`config.mk`:
```
export PLATFORM = sky130hd
export DESIGN_NAME = mem_stage
export DESIGN_NICKNAME = d
export VERILOG_FILES = /design/src/rtl/pipe_pkg.sv /design/src/rtl/mem_wb_reg.sv /design/src/rtl/mem_stage.sv
export SDC_FILE = /design/constraint.sdc
export NUM_CORES = 1
export LEC_CHECK = 0
export BUFFER_PORTS_ARGS = -buffer_cell sky130_fd_sc_hd__buf_2
export CORE_AREA = 3 3 118 120
export CTS_CLUSTER_SIZE = 12
export DETAILED_ROUTE_END_ITERATION = 8
export DIE_AREA = 0 0 121 123
export HOLD_SLACK_MARGIN = 0.15
export SKIP_LAST_GASP = 1
export SYNTH_ARGS = -nofsm -noshare
export SYNTH_HDL_FRONTEND = slang
export SYNTH_SLANG_ARGS = --single-unit
```
`constraint.sdc`:
```
create_clock -name clk -period 2 [get_ports clk]
set_clock_uncertainty 0.1 [all_clocks]
set_input_delay 0.6 -clock clk [delete_from_list [all_inputs] [get_ports clk]]
set_output_delay 0.6 -clock clk [all_outputs]
set_load 0.01 [all_outputs]
```
`src/rtl/pipe_pkg.sv`:
```
`default_nettype none
// ---------------------------------------------------------------------------
// pipe_pkg : shared MEM-stage state encoding, control-field indices, defaults
// Revision : 1.0
// ---------------------------------------------------------------------------
package pipe_pkg;

  typedef enum logic [0:0] {
    ST_IDLE = 1'b0,
    ST_WAIT = 1'b1
  } mem_state_t;

  localparam int WB_REGWRITE = 0;
  localparam int WB_MEMTOREG = 1;

  localparam int M_BRANCH   = 0;
  localparam int M_MEMREAD  = 1;
  localparam int M_MEMWRITE = 2;

  localparam int unsigned DMEM_TIMEOUT_DEF = 15;

endpackage
`default_nettype wire

```
`src/rtl/mem_wb_reg.sv`:
```
`default_nettype none
// ---------------------------------------------------------------------------
// mem_wb_reg : MEM/WB pipeline register; i_bubble zeroes the writeback controls
// Revision   : 1.0
// ---------------------------------------------------------------------------
module mem_wb_reg (
  input  logic        clk,
  input  logic        rst_n,
  input  logic        i_bubble,
  input  logic [1:0]  i_wb,
  input  logic [31:0] i_mem_data,
  input  logic [31:0] i_alu,
  input  logic [4:0]  i_dst,
  output logic [1:0]  o_wb,
  output logic [31:0] o_mem_data,
  output logic [31:0] o_alu,
  output logic [4:0]  o_dst
);

  logic [1:0]  r_wb;
  logic [31:0] r_mem_data;
  logic [31:0] r_alu;
  logic [4:0]  r_dst;

  always_ff @(posedge clk or negedge rst_n) begin
    if (!rst_n) begin
      r_wb       <= 2'b00;
      r_mem_data <= 32'd0;
      r_alu      <= 32'd0;
      r_dst      <= 5'd0;
    end else begin
      r_wb       <= i_bubble ? 2'b00 : i_wb;
      r_mem_data <= i_mem_data;
      r_alu      <= i_alu;
      r_dst      <= i_dst;
    end
  end

  assign o_wb       = r_wb;
  assign o_mem_data = r_mem_data;
  assign o_alu      = r_alu;
  assign o_dst      = r_dst;

endmodule
`default_nettype wire

```
`src/rtl/mem_stage.sv`:
```
`default_nettype none
// ---------------------------------------------------------------------------
// mem_stage : pipeline MEM stage with data-memory handshake, timeout fault,
//             branch redirect and MEM/WB register.
//             Optional MEM_ALIGN_CHECK_EN: misaligned accesses fault, no request.
// Revision  : 1.0
// ---------------------------------------------------------------------------
module mem_stage
  import pipe_pkg::*;
#(
  parameter int unsigned DMEM_TIMEOUT = DMEM_TIMEOUT_DEF
) (
  input  logic        clk,
  input  logic        rst_n,
  input  logic [31:0] alu_result,
  input  logic [31:0] read_data2,
  input  logic [4:0]  write_dst,
  input  logic [1:0]  wb,
  input  logic        branch,
  input  logic        zero,
  input  logic        mem_read,
  input  logic        mem_write,
  input  logic [29:0] branch_dst,
  output logic        dmem_req,
  output logic        dmem_we,
  output logic [29:0] dmem_addr,
  output logic [31:0] dmem_wdata,
  input  logic        dmem_ready,
  input  logic [31:0] dmem_rdata,
  output logic        pc_src,
  output logic [29:0] branch_target,
  output logic        stall,
  output logic        mem_fault,
  output logic [1:0]  wb_out,
  output logic [31:0] mem_data,
  output logic [31:0] alu_out,
  output logic [4:0]  dst_out
);

  localparam int CNT_W = $clog2(DMEM_TIMEOUT + 1);

  mem_state_t       r_state;
  mem_state_t       w_state_nxt;
  logic [CNT_W-1:0] r_cnt;
  logic [CNT_W-1:0] w_cnt_nxt;
  logic             r_mem_fault;

  logic [2:0]  w_mctl;
  logic        w_access;
  logic        w_rw_both;
  logic        w_is_read;
  logic        w_misalign;
  logic        w_timeout_hit;
  logic        w_req;
  logic        w_stall;
  logic        w_fault;
  logic [1:0]  w_wb_in;
  logic [31:0] w_mem_data_in;

  assign w_mctl    = {mem_write, mem_read, branch};
  assign w_access  = w_mctl[M_MEMREAD] | w_mctl[M_MEMWRITE];
  assign w_rw_both = w_mctl[M_MEMREAD] & w_mctl[M_MEMWRITE];
  assign w_is_read = w_mctl[M_MEMREAD] & ~w_mctl[M_MEMWRITE];

`ifdef MEM_ALIGN_CHECK_EN
  assign w_misalign = w_access & (alu_result[1:0] != 2'b00);
`else
  assign w_misalign = 1'b0;
`endif

  assign w_timeout_hit = (r_cnt == CNT_W'(DMEM_TIMEOUT - 1));

  always_ff @(posedge clk or negedge rst_n) begin
    if (!rst_n) begin
      r_state     <= ST_IDLE;
      r_cnt       <= '0;
      r_mem_fault <= 1'b0;
    end else begin
      r_state     <= w_state_nxt;
      r_cnt       <= w_cnt_nxt;
      r_mem_fault <= w_fault;
    end
  end

  // A fault releases the stall so the offending instruction leaves EX/MEM as a bubble.
  always_comb begin
    w_state_nxt = r_state;
    w_cnt_nxt   = r_cnt;
    w_req       = 1'b0;
    w_stall     = 1'b0;
    w_fault     = 1'b0;
    case (r_state)
      ST_IDLE: begin
        if (w_misalign) begin
          w_fault = 1'b1;
        end else if (w_access) begin
          w_req = 1'b1;
          if (!dmem_ready) begin
            w_stall     = 1'b1;
            w_state_nxt = ST_WAIT;
            w_cnt_nxt   = '0;
          end
        end
      end
      ST_WAIT: begin
        if (dmem_ready) begin
          w_req       = 1'b1;
          w_state_nxt = ST_IDLE;
          w_cnt_nxt   = '0;
        end else if (w_timeout_hit) begin
          w_fault     = 1'b1;
          w_state_nxt = ST_IDLE;
          w_cnt_nxt   = '0;
        end else begin
          w_req     = 1'b1;
          w_stall   = 1'b1;
          w_cnt_nxt = r_cnt + CNT_W'(1);
        end
      end
      default: begin
        w_state_nxt = ST_IDLE;
        w_cnt_nxt   = '0;
      end
    endcase
  end

  // Gating with rst_n drops the request the instant reset is asserted.
  assign dmem_req   = rst_n & w_req;
  assign dmem_we    = dmem_req & w_mctl[M_MEMWRITE];
  assign dmem_addr  = alu_result[31:2];
  assign dmem_wdata = read_data2;
  assign stall      = rst_n & w_stall;
  assign mem_fault  = r_mem_fault;

  assign pc_src        = w_mctl[M_BRANCH] & zero & ~stall;
  assign branch_target = branch_dst;

  assign w_wb_in[WB_REGWRITE] = wb[WB_REGWRITE] & ~w_rw_both;
  assign w_wb_in[WB_MEMTOREG] = wb[WB_MEMTOREG] & ~w_rw_both;
  assign w_mem_data_in        = w_is_read ? dmem_rdata : 32'd0;

  mem_wb_reg u_mem_wb_reg (
    .clk        (clk),
    .rst_n      (rst_n),
    .i_bubble   (w_stall | w_fault),
    .i_wb       (w_wb_in),
    .i_mem_data (w_mem_data_in),
    .i_alu      (alu_result),
    .i_dst      (write_dst),
    .o_wb       (wb_out),
    .o_mem_data (mem_data),
    .o_alu      (alu_out),
    .o_dst      (dst_out)
  );

endmodule
`default_nettype wire
```
==> flow_summary.ini, run 1 <==
[power]
clockPowerShare = 0.466
pwr-share-seq = 0.434
power_switching_mw = 0.879
internal_power_mw = 2.92
power.density_mw_per_mm2 = 952
ir_drop_mv = 0.328
sw_frac_of_total = 0.231
leakage_nw = 2.16
p_comb_frac = 0.100

[clock_network]
clockBufferDepth = 2
cts_sinks = 77
root_buffer = clkbuf_16
cts_inserted_buffers = 9
worstSkewPairLatency_ns = 0.33
clkTransAtPathRegs_ns = 0.06
h-tree-depth = 3
tritoncts = yes

[status]
violations = negative setup slack
status = complete, but fails checks

[synthesis]
synth_most_common_cell = buf_4
synthFlopType = dfrtp_1
yosysWarnings = 0
synth_edf_count = 0
synth_area_leaders = dfrtp_1, buf_4, and2_1, ha_1, nand3_1
synth_xor_area_frac = 0
yosysTopAreaCell = dfrtp_1
syn_area_per_cell_um2 = 12.6
synth_commonest_cells = buf_4, dfrtp_1, and2_1
synthMuxAreaShare = 0
synth_cells = 244
synth_async_sr_flop_share = 1.00
synth_seq_cells = 77
ys_seq_area_frac = 0.627
syn_nets = 386
netlist-cell-type-count = 23
synth_area_mm2 = 0.00307
synth_fa_ha_area_frac = 0.00814
synth_top_area_frac = 0.627
synth_top_family_by_area = buffers and inverters
synth_simple_gate_area_frac = 0.104
synth_compound_area_frac = 0.0252

[routing]
drt_drc_violations_left = 0
dr.pass1.iters = 4
avgRoutedWirePerCell_um = 15.5
vias = 1998
postRouteAntennaNets = 0
finalWirelength_um = 8330
drtIter0Drc = 61
avgViaCountPerCell = 3.71

[global_routing]
grt_max_degree = 74
grt_pass1_vias = 2064
grt_overflow = 0
antenna_found_initial = 0
grt_use_total = 0.103
grt_pass1_wl_um = 11500

[floorplan]
coreArea_mm2 = 0.0131
die_h_um = 123
io_pins = 308
std_cell_rows = 42
die_w_um = 121
start_util = 0.235
dieArea_mm2 = 0.0149

[layout]
fin_area_mm2 = 0.00399
area_growth_pct = 29.9
fin_cells = 539
drive_gt1_frac = 0.612
n_antenna_cell = 0
register_area_mm2 = 0.00193
final_nets = 500
multiInputGateArea_um2 = 439
fill_cells = 1324

[placed_design]
gp_routability_congestion = 0.669
numPortBuffers = 183
numPlacedInstances = 516
place_area_mm2 = 0.00359
hpwl_um = 6710

[setup_path]
crit_chain = ha_4 -> a41o_1 -> nor2_2 -> and2_1 -> buf_2
criticalPathCategory = flip-flop to output port
critPathRequiredTime_ns = 1.30
cp-start-kind = flip-flop
end_kind = output port
cp_num_cells = 5
cp_slowest_stage_delay_ns = 0.41
r2r_cells = 6
crit_fanout = 3
critical_path_arrival_ns = 1.46
cp_slowest_cell = dfrtp_1
worst_path_dominant_cell_family = flip-flops
critPathBufInv = 1

[timing]
hold_slack_ns = 0.263
fmax_mhz = 463
setup_viol = 4
finalCriticalPeriod_ns = 2.16
final_max_slew_viol_count = 0
slew_headroom = 0.751
worst_slack_ns = -0.158
post-route-period-util = 1.08
rsz0062_at_grt = yes
tightest_slew_ns = 0.373
finalHoldViolations = 0

[job]
drv_cap = 0

[worst_hold_path]
worstHoldPathType = primary input to asynchronous set/reset pin
power groups by stage:
stage / logic (mW) / registers (mW) / clock network [mW]
floorplan: 0.246 / 1.72 / 0
global placement: 0.360 / 1.68 / 0
detailed placement: 0.364 / 1.68 / 0
CTS: 0.382 / 1.65 / 1.84
global route: 0.424 / 1.65 / 1.91
finish: 0.381 / 1.65 / 1.77
metrics by stage:
| stage | setup WS, ns | util | total power, mW | setup TNS [ns] |
|---|---|---|---|---|
| 2_1_floorplan | 0.167 | - | 1.96 | 0 |
| 3_3_place_gp | -0.00410 | 0.275 | 2.04 | -0.00815 |
| 3_5_place_dp | -0.0556 | 0.275 | 2.04 | -0.111 |
| 4_1_cts | -0.183 | 0.303 | 3.87 | -0.624 |
| 5_1_grt | -0.221 | 0.305 | 3.99 | -0.846 |
| 6_report | -0.158 | 0.305 | 3.80 | -0.490 |
layout by cell type, fill, tap and decap left out, types with 2 or more instances in the layout:
| cell | synthesis | layout |
|---|---|---|
| buf_2 | 3 | 182 |
| nor2_1 | 3 | 3 |
| nor2b_1 | 2 | 2 |
| dfrtp_1 | 77 | 77 |
| inv_1 | 5 | 4 |
| clkbuf_16 | 0 | 9 |
| nand3_1 | 5 | 5 |
| o21ai_1 | 3 | 3 |
| nand2_1 | 4 | 4 |
| and2_1 | 33 | 33 |
| bufinv_16 | 0 | 2 |
| buf_4 | 92 | 13 |
| inv_6 | 0 | 3 |
| buf_12 | 0 | 2 |
| a21oi_1 | 3 | 3 |
layer usage:
metal | vias up | GRT usage | share of wire
met3 | 39 | 0.0531 | 0.13
met2 | 159 | 0.190 | 0.53
met1 | 906 | 0.0925 | 0.30
met4 | 0 | 0.0538 | 0.034
met5 | - | 0 | 0
li1 | 894 | - | -
final timing paths:
path                          startpoint                    endpoint  slack [ns]
max in group asynchronous          rst_n                     r_state        0.92
min in group clk           alu_result[0]       u_mem_wb_reg.o_alu[0]        0.28
max reg2reg                     r_cnt[1]                    r_cnt[2]        0.60
min reg2reg                     r_cnt[3]                    r_cnt[3]        0.50
min                                rst_n  u_mem_wb_reg.o_mem_data[3]        0.26
max                             r_cnt[1]                       stall       -0.16
cells by family (layout without fill, tap and decap cells):
| family | after synthesis | count (layout) |
|---|---|---|
| buffers and inverters | 100 | 219 |
| flip-flops | 77 | 77 |
| AND/OR/NAND/NOR | 53 | 53 |
| AO/OA/AOI/OAI | 12 | 12 |
| adder cells (fa/ha/maj) | 2 | 2 |
registers in the layout, summed over array words and instances (netlist names):
name and flops:
u_mem_wb_reg.o_wb 2, u_mem_wb_reg.o_alu 32, mem_fault 1, u_mem_wb_reg.o_dst 5, u_mem_wb_reg.o_mem_data 32, r_state 1
r_cnt 4
cell type report:
type                            count  area share
Timing Repair Buffer              198       0.265
Clock buffer                        9      0.0564
Sequential cell                    77       0.482
Clock inverter                      7      0.0263
Inverter                            5     0.00470
Tap cell                          176      0.0551
Multi-Input combinational cell     67       0.110
what timing repair did:
item | in CTS | in global routing
hold buffers | 1 | 0
setup endpoints to repair | 4 | 4
buffers inserted | 3 | 3
cloned | 0 | 0
pin swaps | 2 | 2
resized for setup | 4 | 1
endpoints found under the hold margin | 4 | 0
Note: power is estimated with default switching activity, not from simulation.
==> run 2: changes to the inputs <==
--- a/config.mk
+++ b/config.mk
@@ -6,11 +6,12 @@
 export NUM_CORES = 1
 export LEC_CHECK = 0
 export BUFFER_PORTS_ARGS = -buffer_cell sky130_fd_sc_hd__buf_2
-export CORE_AREA = 3 3 118 120
+export CORE_AREA = 3 3 119 121
 export CTS_CLUSTER_SIZE = 12
 export DETAILED_ROUTE_END_ITERATION = 8
-export DIE_AREA = 0 0 121 123
+export DIE_AREA = 0 0 122 124
 export HOLD_SLACK_MARGIN = 0.15
+export REMOVE_ABC_BUFFERS = 1
 export SKIP_LAST_GASP = 1
 export SYNTH_ARGS = -nofsm -noshare
 export SYNTH_HDL_FRONTEND = slang
==> run 2 against run 1 <==
The flow still finishes with violations (negative setup slack). Global-route usage up 3.4 points. Combinational power up 1%. Cell count down 0.37%. Sequential cell count unchanged. Non-clock buffer count down 1. Clock power up 6%. First-iteration DRC count down 16%. Highest routed layer is now met5. Worst setup slack worse by 0.054 ns. Die area up 1.6%. Via count up 6.1%. Power up 2.8%.
==> flow_summary.ini, run 2 (synthesis gave the netlist of run 1 again) <==
[worst_hold_path]
worstHoldPathType = primary input to asynchronous set/reset pin

[placed_design]
hpwl_um = 8720
place_ws_ns = -0.0936
numPlacedInstances = 517
gp_routability_congestion = 0.722
numPortBuffers = 183

[setup_path]
cp_slowest_stage_delay_ns = 0.36
end_kind = output port
cp-start-kind = flip-flop
crit_chain = inv_2 -> ha_4 -> a41o_1 -> nor2_4 -> and2_4 -> buf_6
cp_slowest_cell = dfrtp_1
ff2ff_setup_slack_ns = 0.51
critical_path_arrival_ns = 1.51
criticalPathCategory = flip-flop to output port
crit_fanout = 3
r2r-end = r_cnt[2]
worst_path_dominant_cell_family = flip-flops
r2r_cells = 7
critPathRequiredTime_ns = 1.30
r2r_start = r_cnt[0]
critPathBufInv = 2

[clock_network]
clkTransAtPathRegs_ns = 0.06
tritoncts = yes
cts_inserted_buffers = 9
worstSkewPairLatency_ns = 0.33
root_buffer = clkbuf_16
cts_sinks = 77
h-tree-depth = 3
clockBufferDepth = 2
hold_buffers = 0

[timing]
finalHoldViolations = 0
fmax_mhz = 452
post-route-period-util = 1.11
slew_headroom = 0.564
rsz0062_at_grt = yes
finalCriticalPeriod_ns = 2.21
fin_setup_tns_ns = -0.760
tightest_slew_ns = 0.654
setup_viol = 4
worst_slack_ns = -0.212
final_max_slew_viol_count = 0

[global_routing]
grt_use_total = 0.138
grt_overflow = 0
grt_pass1_wl_um = 14200
grt_pass1_vias = 2213
antenna_found_initial = 1
grt_max_degree = 53

[layout]
fill_cells = 1376
final_nets = 499
drive_gt1_frac = 0.618
layout_common_cells = buf_2, dfrtp_1, and2_1, buf_4, clkbuf_16
n_antenna_cell = 0
final_util = 0.304
mostFrequentLayoutCell = buf_2
multiInputGateArea_um2 = 467
fin_cells = 537
register_area_mm2 = 0.00193
area_growth_pct = 30.4

[floorplan]
io_pins = 308
dieArea_mm2 = 0.0151
coreArea_mm2 = 0.0132
start_util = 0.233
std_cell_rows = 42
die_h_um = 124
die_w_um = 122

[power]
leakage_nw = 2.17
ir_drop_mv = 0.543
power.density_mw_per_mm2 = 975

[routing]
drt_drc_violations_left = 0
dr.pass1.iters = 4
avgRoutedWirePerCell_um = 19.9
drtIter0Drc = 51
finalWirelength_um = 10700
vias = 2120
postRouteAntennaNets = 0
avgViaCountPerCell = 3.95

[status]
status = complete, but fails checks
violations = negative setup slack

[job]
drv_cap = 0
## run 2: metal layers
layer	share of wire	global-route usage	routed length, um	vias to the layer above
li1	-	-	-	894
met1	0.36	0.146	3800	966
met2	0.39	0.175	4160	236
met3	0.22	0.134	2360	20
met4	0.029	0.0700	312	4
met5	0.0053	0.0278	57	-
## run 2: cell type report
class	instances	share of cell area
clock buffer	11	0.0630
inverter	5	0.00468
tap	176	0.0549
timing repair buffer	197	0.257
multi-input combinational	67	0.116
clock inverter	4	0.0237
sequential	77	0.480
## run 2: how the worst max path moves through the flow
stage	from	to	slack, ns	depth (start not counted)
2_1_floorplan	mem_read	pc_src	0.17	3
3_3_place_gp	dmem_ready	stall	-0.08	5
3_5_place_dp	dmem_ready	stall	-0.09	5
4_1_cts	r_cnt[1]	stall	-0.26	5
5_1_grt	r_cnt[0]	stall	-0.31	6
6_report	r_cnt[0]	stall	-0.21	6
## run 2: stage by stage
| step | power (mW) | instance area, um^2 | hold slack (ns) |
|---|---|---|---|
| 5_1_grt | 4.11 | 4010 | 0.252 |
| 2_1_floorplan | 1.77 | 2370 | 0.204 |
| 3_3_place_gp | 2.04 | 3570 | 0.447 |
| 6_report | 3.91 | 4010 | 0.254 |
| 4_1_cts | 3.98 | 3970 | 0.244 |
| 3_5_place_dp | 2.05 | 3570 | 0.460 |
## run 2: worst reg2reg max path: stages (launching register included)
cell	delay [ns]
dfrtp_1	0.39
buf_4	0.13
buf_4	0.12
buf_4	0.13
ha_1	0.21
a21oi_1	0.13
a22oi_1	0.08
o21ai_1	0.13
## run 2: report_power, final
part           switching [mW]  internal, mW
clock                   0.596          1.28
combinational           0.205         0.180
sequential             0.0229          1.63
## run 2: what timing repair did
item / 4_1_cts / 5_1_grt
pin swaps: 5 / 4
cloned: 0 / 0
buffers inserted: 3 / 2
endpoints found under the setup margin: 4 / 4
resized for setup: 7 / 4
